`src/rtl/cache_sim_pkg.sv`:
```
// Shared command codes, scheduler states and the buffered command bundle
// for the cache trace command scheduler.
package cache_sim_pkg;

    localparam logic [3:0] CMD_READ   = 4'd0;
    localparam logic [3:0] CMD_WRITE  = 4'd1;
    localparam logic [3:0] CMD_IFETCH = 4'd2;
    localparam logic [3:0] CMD_INVAL  = 4'd3;
    localparam logic [3:0] CMD_SNOOP  = 4'd4;
    localparam logic [3:0] CMD_CLEAR  = 4'd8;
    localparam logic [3:0] CMD_PRINT  = 4'd9;

    typedef enum logic [2:0] {
        S_IDLE,
        S_ISSUE,
        S_SWEEP,
        S_FINAL,
        S_DONE
    } sched_state_e;

    typedef struct packed {
        logic [3:0]  code;
        logic [31:0] addr;
    } cmd_t;

    function automatic logic is_access(logic [3:0] c);
        return c <= CMD_SNOOP;
    endfunction

endpackage

```
`src/rtl/cache_cmd_sched_if.sv`:
```
// Command, access-operation and sweep handshake bundle of the scheduler.
// master drives commands and accepts work; slave is the scheduler.
interface cache_cmd_sched_if #(
    parameter int SET_BITS = 14
) ();
    logic                cmd_valid;
    logic                cmd_ready;
    logic [3:0]          cmd_code;
    logic [31:0]         cmd_addr;
    logic                op_valid;
    logic                op_ready;
    logic [3:0]          op_code;
    logic [31:0]         op_addr;
    logic                sweep_valid;
    logic                sweep_ready;
    logic                sweep_clear;
    logic [SET_BITS-1:0] sweep_set;

    modport master (
        output cmd_valid, cmd_code, cmd_addr, op_ready, sweep_ready,
        input  cmd_ready, op_valid, op_code, op_addr,
        input  sweep_valid, sweep_clear, sweep_set
    );

    modport slave (
        input  cmd_valid, cmd_code, cmd_addr, op_ready, sweep_ready,
        output cmd_ready, op_valid, op_code, op_addr,
        output sweep_valid, sweep_clear, sweep_set
    );
endinterface

```
`src/rtl/cmd_fifo.sv`:
```
// Power-of-two command buffer with registered full/empty flags.
module cmd_fifo #(
    parameter int WIDTH = 36,
    parameter int DEPTH = 4
) (
    input  logic             clk,
    input  logic             rst_n,
    input  logic             push_i,
    input  logic [WIDTH-1:0] din_i,
    input  logic             pop_i,
    output logic [WIDTH-1:0] dout_o,
    output logic             full_o,
    output logic             empty_o
);
    localparam int AW = (DEPTH > 1) ? $clog2(DEPTH) : 1;
    localparam int CW = AW + 1;

    logic [WIDTH-1:0] mem_q [DEPTH];
    logic [AW-1:0]    wr_q, rd_q;
    logic [CW-1:0]    cnt_q, cnt_d;
    logic             full_q, empty_q;
    logic             wr_en, rd_en;

    assign wr_en = push_i && !full_q;
    assign rd_en = pop_i && !empty_q;

    always_comb cnt_d = cnt_q + CW'(wr_en) - CW'(rd_en);

    always_ff @(posedge clk or negedge rst_n) begin
        if (!rst_n) begin
            wr_q    <= '0;
            rd_q    <= '0;
            cnt_q   <= '0;
            full_q  <= 1'b0;
            empty_q <= 1'b1;
        end else begin
            if (wr_en) wr_q <= wr_q + AW'(1);
            if (rd_en) rd_q <= rd_q + AW'(1);
            cnt_q   <= cnt_d;
            full_q  <= cnt_d == CW'(DEPTH);
            empty_q <= cnt_d == '0;
        end
    end

    always_ff @(posedge clk) begin
        if (wr_en) mem_q[wr_q] <= din_i;
    end

    assign dout_o  = mem_q[rd_q];
    assign full_o  = full_q;
    assign empty_o = empty_q;
endmodule

```
`src/rtl/cache_cmd_sched.sv`:
```
// Trace command scheduler: buffers commands, issues accesses in order and
// walks every cache set for clear/print sweeps, ending with a final print.
module cache_cmd_sched
    import cache_sim_pkg::*;
#(
    parameter int SET_BITS   = 14,
    parameter int FIFO_DEPTH = 4
) (
    input  logic                clk,
    input  logic                rst_n,
    cache_cmd_sched_if.slave    bus,
    input  logic                done,
    output logic                finished,
    output logic [7:0]          bad_cnt
);
    localparam logic [SET_BITS-1:0] LAST_SET = '1;

    sched_state_e        state_q;
    logic                op_valid_q, sw_valid_q, sw_clear_q, fin_q;
    logic [3:0]          op_code_q;
    logic [31:0]         op_addr_q;
    logic [SET_BITS-1:0] set_q;
    logic [7:0]          bad_q;

    logic full, empty, push, pop;
    cmd_t head, wr_cmd;

    assign wr_cmd        = '{code: bus.cmd_code, addr: bus.cmd_addr};
    assign bus.cmd_ready = !full && !fin_q;
    assign push          = bus.cmd_valid && bus.cmd_ready;
    assign pop           = (state_q == S_IDLE) && !empty;

    cmd_fifo #(
        .WIDTH ($bits(cmd_t)),
        .DEPTH (FIFO_DEPTH)
    ) u_fifo (
        .clk     (clk),
        .rst_n   (rst_n),
        .push_i  (push),
        .din_i   (wr_cmd),
        .pop_i   (pop),
        .dout_o  (head),
        .full_o  (full),
        .empty_o (empty)
    );

    always_ff @(posedge clk or negedge rst_n) begin
        if (!rst_n) begin
            state_q    <= S_IDLE;
            op_valid_q <= 1'b0;
            op_code_q  <= '0;
            op_addr_q  <= '0;
            sw_valid_q <= 1'b0;
            sw_clear_q <= 1'b0;
            set_q      <= '0;
            fin_q      <= 1'b0;
            bad_q      <= '0;
        end else begin
            unique case (state_q)
                S_IDLE: begin
                    // buffered work wins over the end-of-trace flag
                    if (!empty) begin
                        unique case (1'b1)
                            is_access(head.code): begin
                                op_valid_q <= 1'b1;
                                op_code_q  <= head.code;
                                op_addr_q  <= head.addr;
                                state_q    <= S_ISSUE;
                            end
                            (head.code == CMD_CLEAR),
                            (head.code == CMD_PRINT): begin
                                sw_valid_q <= 1'b1;
                                sw_clear_q <= head.code == CMD_CLEAR;
                                set_q      <= '0;
                                state_q    <= S_SWEEP;
                            end
                            default: begin
                                if (bad_q != 8'hFF) bad_q <= bad_q + 8'd1;
                            end
                        endcase
                    end else if (done) begin
                        sw_valid_q <= 1'b1;
                        sw_clear_q <= 1'b0;
                        set_q      <= '0;
                        state_q    <= S_FINAL;
                    end
                end
                S_ISSUE: begin
                    if (bus.op_ready) begin
                        op_valid_q <= 1'b0;
                        state_q    <= S_IDLE;
                    end
                end
                S_SWEEP, S_FINAL: begin
                    if (bus.sweep_ready) begin
                        set_q <= set_q + SET_BITS'(1);
                        if (set_q == LAST_SET) begin
                            sw_valid_q <= 1'b0;
                            if (state_q == S_FINAL) begin
                                fin_q   <= 1'b1;
                                state_q <= S_DONE;
                            end else begin
                                state_q <= S_IDLE;
                            end
                        end
                    end
                end
                S_DONE: begin
                end
                default: state_q <= S_IDLE;
            endcase
        end
    end

    assign bus.op_valid    = op_valid_q;
    assign bus.op_code     = op_code_q;
    assign bus.op_addr     = op_addr_q;
    assign bus.sweep_valid = sw_valid_q;
    assign bus.sweep_clear = sw_clear_q;
    assign bus.sweep_set   = set_q;
    assign finished        = fin_q;
    assign bad_cnt         = bad_q;
endmodule

```
`src/flat_wrapper.sv`:
```
// flat-port wrapper written by rule: the top's interface ports become plain ports
module cache_cmd_sched_flat import cache_sim_pkg::*;
#(
    parameter int SET_BITS   = 14,
    parameter int FIFO_DEPTH = 4
)
  (clk, rst_n, done, finished, bad_cnt, bus_cmd_valid, bus_cmd_code, bus_cmd_addr, bus_op_ready, bus_sweep_ready, bus_cmd_ready, bus_op_valid, bus_op_code, bus_op_addr, bus_sweep_valid, bus_sweep_clear, bus_sweep_set);
  cache_cmd_sched_if #(.SET_BITS(SET_BITS)) bus_i ();
  input  logic clk;
  input  logic rst_n;
  input  logic done;
  output logic finished;
  output logic [7:0] bad_cnt;
  input wire logic [$bits(bus_i.cmd_valid)-1:0] bus_cmd_valid;
  input wire logic [$bits(bus_i.cmd_code)-1:0] bus_cmd_code;
  input wire logic [$bits(bus_i.cmd_addr)-1:0] bus_cmd_addr;
  input wire logic [$bits(bus_i.op_ready)-1:0] bus_op_ready;
  input wire logic [$bits(bus_i.sweep_ready)-1:0] bus_sweep_ready;
  output wire logic [$bits(bus_i.cmd_ready)-1:0] bus_cmd_ready;
  output wire logic [$bits(bus_i.op_valid)-1:0] bus_op_valid;
  output wire logic [$bits(bus_i.op_code)-1:0] bus_op_code;
  output wire logic [$bits(bus_i.op_addr)-1:0] bus_op_addr;
  output wire logic [$bits(bus_i.sweep_valid)-1:0] bus_sweep_valid;
  output wire logic [$bits(bus_i.sweep_clear)-1:0] bus_sweep_clear;
  output wire logic [$bits(bus_i.sweep_set)-1:0] bus_sweep_set;
  assign bus_i.cmd_valid = bus_cmd_valid;
  assign bus_i.cmd_code = bus_cmd_code;
  assign bus_i.cmd_addr = bus_cmd_addr;
  assign bus_i.op_ready = bus_op_ready;
  assign bus_i.sweep_ready = bus_sweep_ready;
  assign bus_cmd_ready = bus_i.cmd_ready;
  assign bus_op_valid = bus_i.op_valid;
  assign bus_op_code = bus_i.op_code;
  assign bus_op_addr = bus_i.op_addr;
  assign bus_sweep_valid = bus_i.sweep_valid;
  assign bus_sweep_clear = bus_i.sweep_clear;
  assign bus_sweep_set = bus_i.sweep_set;
  cache_cmd_sched #(.SET_BITS(SET_BITS), .FIFO_DEPTH(FIFO_DEPTH)) u_core (.clk(clk), .rst_n(rst_n), .bus(bus_i), .done(done), .finished(finished), .bad_cnt(bad_cnt));
endmodule
```
`config.mk`:
```
export PLATFORM = sky130hd
export DESIGN_NAME = cache_cmd_sched_flat
export DESIGN_NICKNAME = d
export VERILOG_FILES = /design/src/rtl/cache_sim_pkg.sv /design/src/rtl/cache_cmd_sched_if.sv /design/src/rtl/cmd_fifo.sv /design/src/rtl/cache_cmd_sched.sv /design/src/flat_wrapper.sv
export SDC_FILE = /design/constraint.sdc
export NUM_CORES = 1
export LEC_CHECK = 0
export ABC_AREA = 1
export CAP_MARGIN = 20
export CORE_MARGIN = 8
export CORE_UTILIZATION = 30
export DETAILED_ROUTE_END_ITERATION = 8
export GPL_TIMING_DRIVEN = 0
export HOLD_SLACK_MARGIN = 0.02
export PLACE_DENSITY_LB_ADDON = 0.05
export SYNTH_ARGS = -nofsm -noshare
export SYNTH_HDL_FRONTEND = slang
export SYNTH_SLANG_ARGS = --single-unit
```
`constraint.sdc`:
```
create_clock -name clk -period 2.85 [get_ports clk]
set_input_delay 0.4275 -clock clk [delete_from_list [all_inputs] [get_ports clk]]
set_output_delay 0.4275 -clock clk [all_outputs]
set_load 0.03 [all_outputs]
```
# After elaboration in Yosys (flattened, before gate mapping)

Memories as Yosys holds them, arrays and structs flattened.
Index checks and enable logic that the tools add are counted.

Logic and storage cells: 95
Memories: 1
Bits in registers: 74
Bits in writable memories: 144
Input port bits: 42

Memories:

| name                | depth | bits a word | read ports | clocked after memory_dff | write ports | RTL line       | RTL |
|---|---|---|---|---|---|---|---|
| u_core.u_fifo.mem_q | 4     | 36          | 1          | 0                        | 1           | cmd_fifo.sv:18 | `logic [WIDTH-1:0] mem_q [DEPTH];` |

Reductions and logical operators: 24
Add/sub/neg operators: 6
Bitwise operators: 3
Equal/unequal tests: 18
Magnitude comparators: 1
Mux-type cells: 28

Operators with widths:

| kind                    | number |
|---|---|
| $mux W14                | 4 |
| $pmux W14 S2            | 1 |
| $mux W3                 | 6 |
| $reduce_and A4 Y1       | 4 |
| $add A14 B1 Y14 const B | 1 |
| $eq A14 B14 Y1 const B  | 1 |
| $mux W1                 | 13 |
| $pmux W3 S4             | 1 |
| $ne A2 B2 Y1 const B    | 5 |
| $add A8 B1 Y8 const B   | 1 |
| $eq A4 B4 Y1 const B    | 2 |
| $ne A8 B8 Y1 const B    | 1 |
| $eq A3 B2 Y1 const B    | 2 |
| $eq A3 B3 Y1 const B    | 2 |
| $logic_not A3 Y1        | 2 |
| $ne A3 B3 Y1 const B    | 2 |
| $pmux W3 S2             | 1 |
| $reduce_and A3 Y1       | 2 |
| $reduce_and A6 Y1       | 1 |
| $reduce_bool A2 Y1      | 3 |
| $logic_and A1 B1 Y1     | 5 |
| $reduce_and A5 Y1       | 1 |
| $add A2 B1 Y2 const B   | 2 |
| $le A4 B3 Y1 const B    | 1 |
| other kinds (10)        | 16 |

# Longest topological paths before layout

Gate-level depths: netlist of run 1.

Word-level depth: 7
Mapped depth: 11
Gate-level depth less buffers: 11

# By module

A second synthesis of run 1 with hierarchy kept.

Cells, all modules: 836
Area, all modules: 9165.0 um2

By module, submodules not included:

| module          | cells an instance | area each (um2) | times used | sequential area each (um2) |
|---|---|---|---|---|
| cmd_fifo        | 441               | 6032.0          | 1          | 4550.6 |
| cache_cmd_sched | 395               | 3133.0          | 1          | 1626.6 |

# Worst setup path after synthesis of run 1

Ideal clock, no wire load.

Path kind: reg-to-reg
From: register u_core.fin_q, in the netlist u_core.finished
To: memory u_core.u_fifo.mem_q[0][0], enable pin
Stages on the path, launching flop included: 4
Arrival: 2.859 ns
Setup slack: -0.439 ns
Period minus slack after synthesis: 3.289 ns
Library setup time: 0.429 ns
Cell sequence: dfrtp_1 > nor2_1 > nand2_1 > nor2_1

Longest elaborated chain between the ends: 6

RTL lines:

| item                          | RTL line               | RTL |
|---|---|---|
| start: declaration            | cache_cmd_sched.sv:19  | `logic op_valid_q, sw_valid_q, sw_clear_q, fin_q;` |
| start signal: assignment      | cache_cmd_sched.sv:56  | `fin_q <= 1'b0;` |
| start signal: assignment      | cache_cmd_sched.sv:100 | `fin_q <= 1'b1;` |
| $logic_not A1 Y1              | cache_cmd_sched.sv:29  | `assign bus.cmd_ready = !full && !fin_q;` |
| $logic_and A1 B1 Y1           | cache_cmd_sched.sv:29  |  |
| via bus_cmd_ready             | flat_wrapper.sv:19     | `output wire logic [$bits(bus_i.cmd_ready)-1:0] bus_cmd_ready;` |
| $logic_and A1 B1 Y1           | cache_cmd_sched.sv:30  | `assign push = bus.cmd_valid && bus.cmd_ready;` |
| $logic_and A1 B1 Y1           | cmd_fifo.sv:24         | `assign wr_en = push_i && !full_q;` |
| $mux W1                       | cmd_fifo.sv:46         | `if (wr_en) mem_q[wr_q] <= din_i;` |
| $mux W1 (implied by the code) | cmd_fifo.sv:46         |  |
| end: declaration              | cmd_fifo.sv:18         |  |

The timed path passes the listed nets, and every way through them passes these cells.

# Worst setup path after layout of run 1

From: register u_core.state_q[1]
To: register u_core.u_fifo.full_q, in the netlist u_core.u_fifo.full_o

Longest elaborated chain between the ends: 5

RTL lines:

| item                       | RTL line              | RTL |
|---|---|---|
| start: declaration         | cache_cmd_sched.sv:18 | `sched_state_e state_q;` |
| start signal: assignment   | cache_cmd_sched.sv:49 | `state_q <= S_IDLE;` |
| start signal: assignment   | cache_cmd_sched.sv:68 | `state_q <= S_ISSUE;` |
| start signal: assignment   | cache_cmd_sched.sv:75 | `state_q <= S_SWEEP;` |
| $logic_not A3 Y1           | cache_cmd_sched.sv:31 | `assign pop = (state_q == S_IDLE) && !empty;` |
| $logic_and A1 B1 Y1        | cache_cmd_sched.sv:31 |  |
| $logic_and A1 B1 Y1        | cmd_fifo.sv:25        | `assign rd_en = pop_i && !empty_q;` |
| via u_core.u_fifo.rd_en    | cmd_fifo.sv:22        | `logic wr_en, rd_en;` |
| $sub A3 B1 Y3              | cmd_fifo.sv:27        | `always_comb cnt_d = cnt_q + CW'(wr_en) - CW'(rd_en);` |
| via u_core.u_fifo.cnt_d[2] | cmd_fifo.sv:20        | `logic [CW-1:0] cnt_q, cnt_d;` |
| $eq A3 B3 Y1               | cmd_fifo.sv:40        | `full_q <= cnt_d == CW'(DEPTH);` |
| end signal: assignment     | cmd_fifo.sv:40        |  |
| end: declaration           | cmd_fifo.sv:21        | `logic full_q, empty_q;` |

The timed path passes the listed nets, and every way through them passes these cells.
A chain may end at the register's enable or synchronous reset.

==> results of run 1 <==
stage by stage:
| step | hold slack [ns] | total power, mW |
|---|---|---|
| 6_report | 0.412 | 8.03 |
| 5_1_grt | 0.476 | 8.36 |
| 4_1_cts | 0.430 | 8.16 |
| 3_5_place_dp | 0.433 | 4.82 |
| 3_3_place_gp | 0.451 | 4.72 |
| 2_1_floorplan | 0.132 | 4.39 |
worst paths after layout:
check | to | slack [ns]
worst max-delay path | u_core.u_fifo.full_o | 0.30
worst min-delay path | u_core.bus.op_addr[21] | 0.41
worst max register to register | u_core.u_fifo.full_o | 0.30
worst min register to register | u_core.bus.op_code[3] | 0.47
max in group asynchronous | u_core.u_fifo.empty_o | 1.79
min in group clk | u_core.bus.op_code[3] | 0.47
logic make-up (layout without fill, tap and decap cells):
kind of cell	Yosys count	count (layout)	synth area share [%]
other cells	0	1	0
fa+ha+maj	9	9	1.35
xor+xnor	21	21	2.06
flops	218	218	69.3
buf+inv	75	233	4.13
simple gates	337	337	15.8
compound gates	119	119	7.41
critical path: stages (launching register included):
cell	delay [ns]
dfrtp_1	0.42
nor2_1	0.17
nand2_1	0.16
nor2_4	0.21
ha_1	0.27
inv_1	0.06
ha_1	0.13
inv_1	0.05
fa_1	0.37
xnor2_1	0.15
xnor2_1	0.23
nor3b_1	0.25
state kept, by name, summed over array words and instances (netlist names):
signal,count
u_core.finished,1
u_core.u_fifo.mem_q,144
u_core.u_fifo.full_o,1
u_core.u_fifo.wr_q,2
u_core.bus.op_addr,32
u_core.u_fifo.cnt_q,3
u_core.u_fifo.empty_o,1
u_core.bad_cnt,8
u_core.bus.sweep_clear,1
u_core.state_q,3
u_core.bus.sweep_set,14
u_core.bus.sweep_valid,1
u_core.bus.op_code,4
u_core.u_fifo.rd_q,2
u_core.bus.op_valid,1
what timing repair did:
action / CTS / global route
hold buffers: 1 / 0
endpoints found under the hold margin: 30 / 0
gates resized for setup: 0 / 1
endpoints found under the setup margin: 0 / 1
placed cells by master, fill, tap and decap left out, drive strengths merged, types with 5 or more instances in the layout:
cell type	n
nand2	200
edfxtp	144
clkdlybuf4s50	103
nor2	95
o21ai	80
dfrtp	73
clkbuf	51
inv	40
o22ai	32
nand3	31
buf	23
xor2	15
clkinv	12
ha	8
xnor2	6
nand4	5
cells in the mapped netlist, drive strengths merged:
library cell  instances  area share (%)
a21oi                 4            0.22
a31o                  1           0.098
buf                  17             1.6
clkbuf               16            0.67
clkinv                2            0.14
dfrtp                73              20
dfstp                 1            0.29
edfxtp              144              49
fa                    1            0.22
ha                    8             1.1
inv                  40             1.7
nand2               200             8.8
nand3                31             2.1
nand4                 5            0.35
nor2                 95             4.1
nor3                  4            0.22
nor3b                 1           0.084
o211ai                1           0.084
o21ai                80             4.7
o22a                  1           0.098
o22ai                32             2.2
or2                   1           0.070
xnor2                 6            0.59
xor2                 15             1.5
power breakdown:
group          internal [mW]  switching, mW  leakage [nW]
registers               3.85         0.0985          2.30
logic                  0.256          0.525          1.89
clock network           2.03           1.28         0.429
per-layer routing:
layer / vias up / GRT usage [%] / share of wire (%)
met1: 2932 / 16.2 / 45
met5: - / 0 / 0.056
met3: 33 / 2.85 / 4.8
li1: 2944 / - / -
met4: 2 / 3.25 / 1.7
met2: 116 / 22.5 / 48
area by class of cell:
class / count / area [µm²] / area share, %
sequential: 218 / 6180 / 53.9
multi-input combinational: 486 / 2400 / 21.0
timing repair buffer: 110 / 1160 / 10.1
clock buffer: 35 / 714 / 6.24
tap: 390 / 488 / 4.26
buffer: 33 / 205 / 1.79
inverter: 42 / 163 / 1.42
clock inverter: 13 / 149 / 1.30
antenna: 1 / 2.50 / 0.0218
==> impl_metrics.env, run 1 <==
export IMPL_place_gp_congestion=0.769
export IMPL_synth_distinct_cells=36
export IMPL_grt_pass1_wl_mm=36.6
export IMPL_cts_path_max_buffers=3
export IMPL_design_area_um2=11500
export IMPL_fp_coreArea_um2=29500
export IMPL_vias_per_cell=4.54
export IMPL_track_usage_pct=13.0
export IMPL_slew_violations=0
export IMPL_cap_violations=0
export IMPL_first_pass_iters=5
export IMPL_arrival_ns=2.97
export IMPL_rr_worst_depth=11
export IMPL_hpwl_mm=15.2
export IMPL_grt_ovfl_total=0
export IMPL_period_share_pct=89.6
export IMPL_cts_root_buf="clkbuf_16"
export IMPL_drc=0
export IMPL_cts_tree="yes"
export IMPL_die_x_um=188
export IMPL_netlist_area_um2=8910
export IMPL_place_ws_ns=-0.159
export IMPL_die_h_um=188
export IMPL_drt_initial_drc_count=343
export IMPL_numCtsBuffers=26
export IMPL_clk_latency_ns=0.54
export IMPL_setup_slack_ns=0.296
export IMPL_setup_viol=0
export IMPL_drt_wl_total_mm=23.3
export IMPL_worstPathRequired_ns=3.27
export IMPL_nets=968
export IMPL_reg2reg_from="u_core.state_q[1]"
export IMPL_total_leakage_power_nw=4.62
export IMPL_power_density_nw_per_um2=701
export IMPL_startpoint="u_core.state_q[1]"
export IMPL_grt_max_degree=45
export IMPL_ios=105
export IMPL_worst_clock_skew_ns=0.0231
export IMPL_antenna_found_initial=1
export IMPL_syn_area_per_cell_um2=11.4
export IMPL_finalNonFillerCells=1328
export IMPL_clock_sinks=218
export IMPL_fmax_ghz=0.392
export IMPL_dp_cells=1278
export IMPL_portBuffers=104
export IMPL_finish_utilization_pct=38.9
export IMPL_slew_headroom_pct=54.6
export IMPL_ys_warn_count=0
export IMPL_clkTransAtPathRegs_ns=0.06
export IMPL_ant_nets=0
export IMPL_avgRoutedWirePerCell_um=17.6
export IMPL_rows=63
export IMPL_rsz0062_at_grt="no"
export IMPL_hold_viol_final=0
export IMPL_worstSetupStartpointType="flip-flop"
export IMPL_crit_type="reg2reg"
export IMPL_synth_nets=830
export IMPL_placedInstanceArea_um2=10600
export IMPL_seq_area_frac_synth_pct=69.3
export IMPL_fin_crit_ns=2.55
export IMPL_cts_post_setup_buffers_inserted=0
export IMPL_dieArea_um2=35500
export IMPL_ir_worst_vdd_mv=0.506
export IMPL_end_kind="flip-flop"
export IMPL_synthCells=779
export IMPL_worst_slew_pin_slew_ns=0.679
export IMPL_initial_core_util_pct=30.2
export IMPL_setup_tns_final_ns=0
export IMPL_fill_cells=2806
export IMPL_synth_seq_cells=218
export IMPL_holdCritPathClass="in2async"
export IMPL_vias=6027
export IMPL_htreeDepth=1
export IMPL_crit_fanout=6
export IMPL_drive_above_1_share_pct=10.4
export IMPL_first_global_vias=6526
export IMPL_status="completed"
export IMPL_area_growth_pct=28.5
(Power assumes the default switching activity.)
==> run 2: changes to the inputs <==
--- a/config.mk
+++ b/config.mk
@@ -9,10 +9,12 @@
 export CAP_MARGIN = 20
 export CORE_MARGIN = 8
 export CORE_UTILIZATION = 30
+export CTS_CLUSTER_SIZE = 30
 export DETAILED_ROUTE_END_ITERATION = 8
 export GPL_TIMING_DRIVEN = 0
 export HOLD_SLACK_MARGIN = 0.02
 export PLACE_DENSITY_LB_ADDON = 0.05
 export SYNTH_ARGS = -nofsm -noshare
 export SYNTH_HDL_FRONTEND = slang
+export SYNTH_HIERARCHICAL = 1
 export SYNTH_SLANG_ARGS = --single-unit
==> run 2 against run 1 <==
  * Design area up 1.7%
  * Hold slack worse by 0.012 ns
  * Total power down 2.1%
  * Sequential cell count unchanged
  * First-iteration DRC count up 1.2%
  * Largest cell class unchanged
==> impl_metrics.env, run 2 <==
export IMPL_synth_most_common_cell="nand2_1"
export IMPL_cpLargestDelayFamily="simple AND/OR/NAND/NOR gates"
export IMPL_rows=64
export IMPL_die_h_um=191
export IMPL_cp_depth=13
export IMPL_numCtsBuffers=26
export IMPL_placedInstanceArea_um2=10800
export IMPL_crit_fanout=4
export IMPL_drt_wl_total_mm=23.8
export IMPL_worstPathRequired_ns=3.30
export IMPL_netlist_area_um2=9170
export IMPL_synthCells=836
export IMPL_finish_utilization_pct=38.4
export IMPL_synth_common_cells="nand2_1 (231), edfxtp_1 (144), nor2_1 (110), dfrtp_1 (73), o21ai_0 (49)"
export IMPL_synth_seq_cells=218
export IMPL_setup_viol=0
export IMPL_startpoint="u_core/state_q[2]"
export IMPL_finalNonFillerCells=1390
export IMPL_synth_top_area_share_pct=47.2
export IMPL_worst_slew_pin_slew_ns=0.633
export IMPL_worst_clock_skew_ns=0.0115
export IMPL_hold_viol_final=0
export IMPL_dp_cells=1341
export IMPL_place_gp_congestion=0.731
export IMPL_first_pass_iters=4
export IMPL_grt_pass1_wl_mm=37.5
export IMPL_period_share_pct=91.8
export IMPL_status="completed"
export IMPL_clk_latency_ns=0.52
export IMPL_synth_distinct_cells=34
export IMPL_end_kind="flip-flop"
export IMPL_worst_path_buf_inv=5
export IMPL_clkTransAtPathRegs_ns=0.06
export IMPL_ant_nets=0
export IMPL_setup_tns_final_ns=0
export IMPL_vias_per_cell=4.42
export IMPL_drc=0
export IMPL_synth_async_reset_ratio_pct=33.9
export IMPL_nets=1025
export IMPL_cts_tree="yes"
export IMPL_cts_path_max_buffers=3
export IMPL_cts_post_setup_buffers_inserted=0
export IMPL_design_area_um2=11700
export IMPL_synth_flop_cell="edfxtp_1"
export IMPL_yosys_area_top_type="edfxtp_1"
export IMPL_initial_core_util_pct=30.2
export IMPL_arrival_ns=3.06
export IMPL_ir_worst_vdd_mv=0.293
export IMPL_path_cells="nor2_4 > nand3_4 > inv_1 > inv_1 > nor2_1 > ha_1 > inv_1 > ha_1 > inv_1 > fa_1 > inv_1 > or2_2 > nor2_1"
export IMPL_reg2reg_to="u_core/u_fifo/empty_o"
export IMPL_r2r_slack_ns=0.23
export IMPL_synth_edf_count=144
export IMPL_slew_violations=0
export IMPL_hpwl_mm=15.6
export IMPL_largest_register_ffs=144
export IMPL_synth_area_leaders="edfxtp_1 (47%), dfrtp_1 (20%), nand2_1 (9.5%)"
export IMPL_fp_coreArea_um2=30300
export IMPL_cts_root_buf="clkbuf_16"
export IMPL_grt_max_degree=45
export IMPL_power_density_nw_per_um2=675
export IMPL_die_x_um=191
export IMPL_antenna_found_initial=1
export IMPL_drt_initial_drc_count=347
export IMPL_first_global_vias=6551
export IMPL_slew_headroom_pct=57.7
export IMPL_total_leakage_power_nw=4.63
export IMPL_cp_slowest_cell="fa_1"
export IMPL_track_usage_pct=13.1
export IMPL_seq_area_frac_synth_pct=67.4
export IMPL_cap_violations=0
export IMPL_holdCritPathClass="in2async"
export IMPL_synth_nets=887
export IMPL_htreeDepth=1
export IMPL_grt_ovfl_total=0
export IMPL_worstSetupStartpointType="flip-flop"
export IMPL_fin_crit_ns=2.62
export IMPL_ios=105
export IMPL_final_cell_mix="nand2_1 (230), edfxtp_1 (144), nor2_1 (106)"
export IMPL_fmax_ghz=0.382
export IMPL_dieArea_um2=36400
export IMPL_rr_worst_depth=13
export IMPL_avgRoutedWirePerCell_um=17.1
export IMPL_ys_warn_count=6
export IMPL_regMostFlops="u_core/u_fifo/mem_q"
export IMPL_cp_common_cell="inv_1"
export IMPL_layout_commonest_cell="nand2_1"
export IMPL_clock_sinks=218
export IMPL_hold_worst_slack_ns=0.400
export IMPL_cp_slowest_stage_delay_ns=0.47
export IMPL_vias=6141
export IMPL_area_growth_pct=27.2
export IMPL_syn_area_per_cell_um2=11.0
export IMPL_crit_type="reg2reg"
export IMPL_reg2reg_from="u_core/state_q[2]"
export IMPL_rsz0062_at_grt="no"
export IMPL_drive_above_1_share_pct=9.76
export IMPL_n_antenna_cell=0
export IMPL_portBuffers=104
## run 2: changes by cell type after synthesis, moves of 5 or more
cell      before  now
nor2_1        94  110
nand2_2       11    2
clkbuf_1      16    1
nand3_1       27   18
o21ai_0       75   49
buf_6          6   12
o21a_1         0   37
o22ai_1       32    1
nand2_1      188  231
inv_1         36   41
buf_2          7   13
xor2_1        15    8
o21ai_1        1   41
## run 2: how the worst max path moves through the flow
| stage | slack [ns] | to |
|---|---|---|
| finish | 0.23 | u_core/u_fifo/empty_o |
| global route | 0.01 | u_core/u_fifo/empty_o |
| CTS | 0.13 | u_core/u_fifo/empty_o |
| detailed placement | -0.30 | u_core/u_fifo/empty_o |
| global placement | -2.23 | u_core/u_fifo/mem_q[3][18] |
| floorplan | -0.03 | u_core/u_fifo/mem_q[0][0] |
## run 2: final cells by class
class                   instances  area [µm²]
plain buffers                  34         254
clock buffers                  37         723
clock inverters                11        85.1
fillers                      2995       18700
inverters                      46         173
multi-input cells             538        2590
flip-flops and latches        218        6180
well taps                     396         495
repair buffers                110        1160
## run 2: logic make-up (layout without fill, tap and decap cells)
group | Yosys count | count (layout) | synth area share (%)
fa+ha+maj | 9 | 9 | 1.31
buf+inv | 80 | 238 | 4.66
flops | 218 | 218 | 67.4
xor+xnor | 15 | 15 | 1.43
simple gates | 377 | 377 | 16.6
compound gates | 137 | 137 | 8.63
## run 2: per-stage QoR
step / total power [mW] / worst slack (ns)
after floorplan: 4.38 / -0.0320
after global placement: 4.72 / -2.23
after detailed placement: 4.79 / -0.304
after CTS: 7.99 / 0.132
after global routing: 8.23 / 0.0134
final: 7.86 / 0.235
## run 2: timing repair
action / CTS / global route
hold buffers: 1 / 0
endpoints found under the setup margin: 0 / 2
endpoints found under the hold margin: 30 / 0
gates resized for setup: 0 / 1
## run 2: per-layer routing
layer | wire [µm] | global-route usage, % | vias to the layer above
met5 | 13 | 0 | -
met4 | 363 | 2.77 | 2
met3 | 1060 | 2.40 | 27
met2 | 11200 | 22.2 | 108
met1 | 11200 | 17.2 | 2937
li1 | - | - | 3067
## run 2: power breakdown
part	internal [mW]	switching, mW	total (mW)
Sequential	3.83	0.100	3.93
Clock	1.85	1.30	3.16
Combinational	0.243	0.535	0.778
==> run 3: changes to the inputs <==
--- a/config.mk
+++ b/config.mk
@@ -11,6 +11,7 @@
 export CORE_UTILIZATION = 30
 export CTS_CLUSTER_SIZE = 30
 export DETAILED_ROUTE_END_ITERATION = 8
+export GPL_ROUTABILITY_DRIVEN = 0
 export GPL_TIMING_DRIVEN = 0
 export HOLD_SLACK_MARGIN = 0.02
 export PLACE_DENSITY_LB_ADDON = 0.05
==> results of run 3 <==
The final DEF is identical to that of run 2; final timing and power are the same.
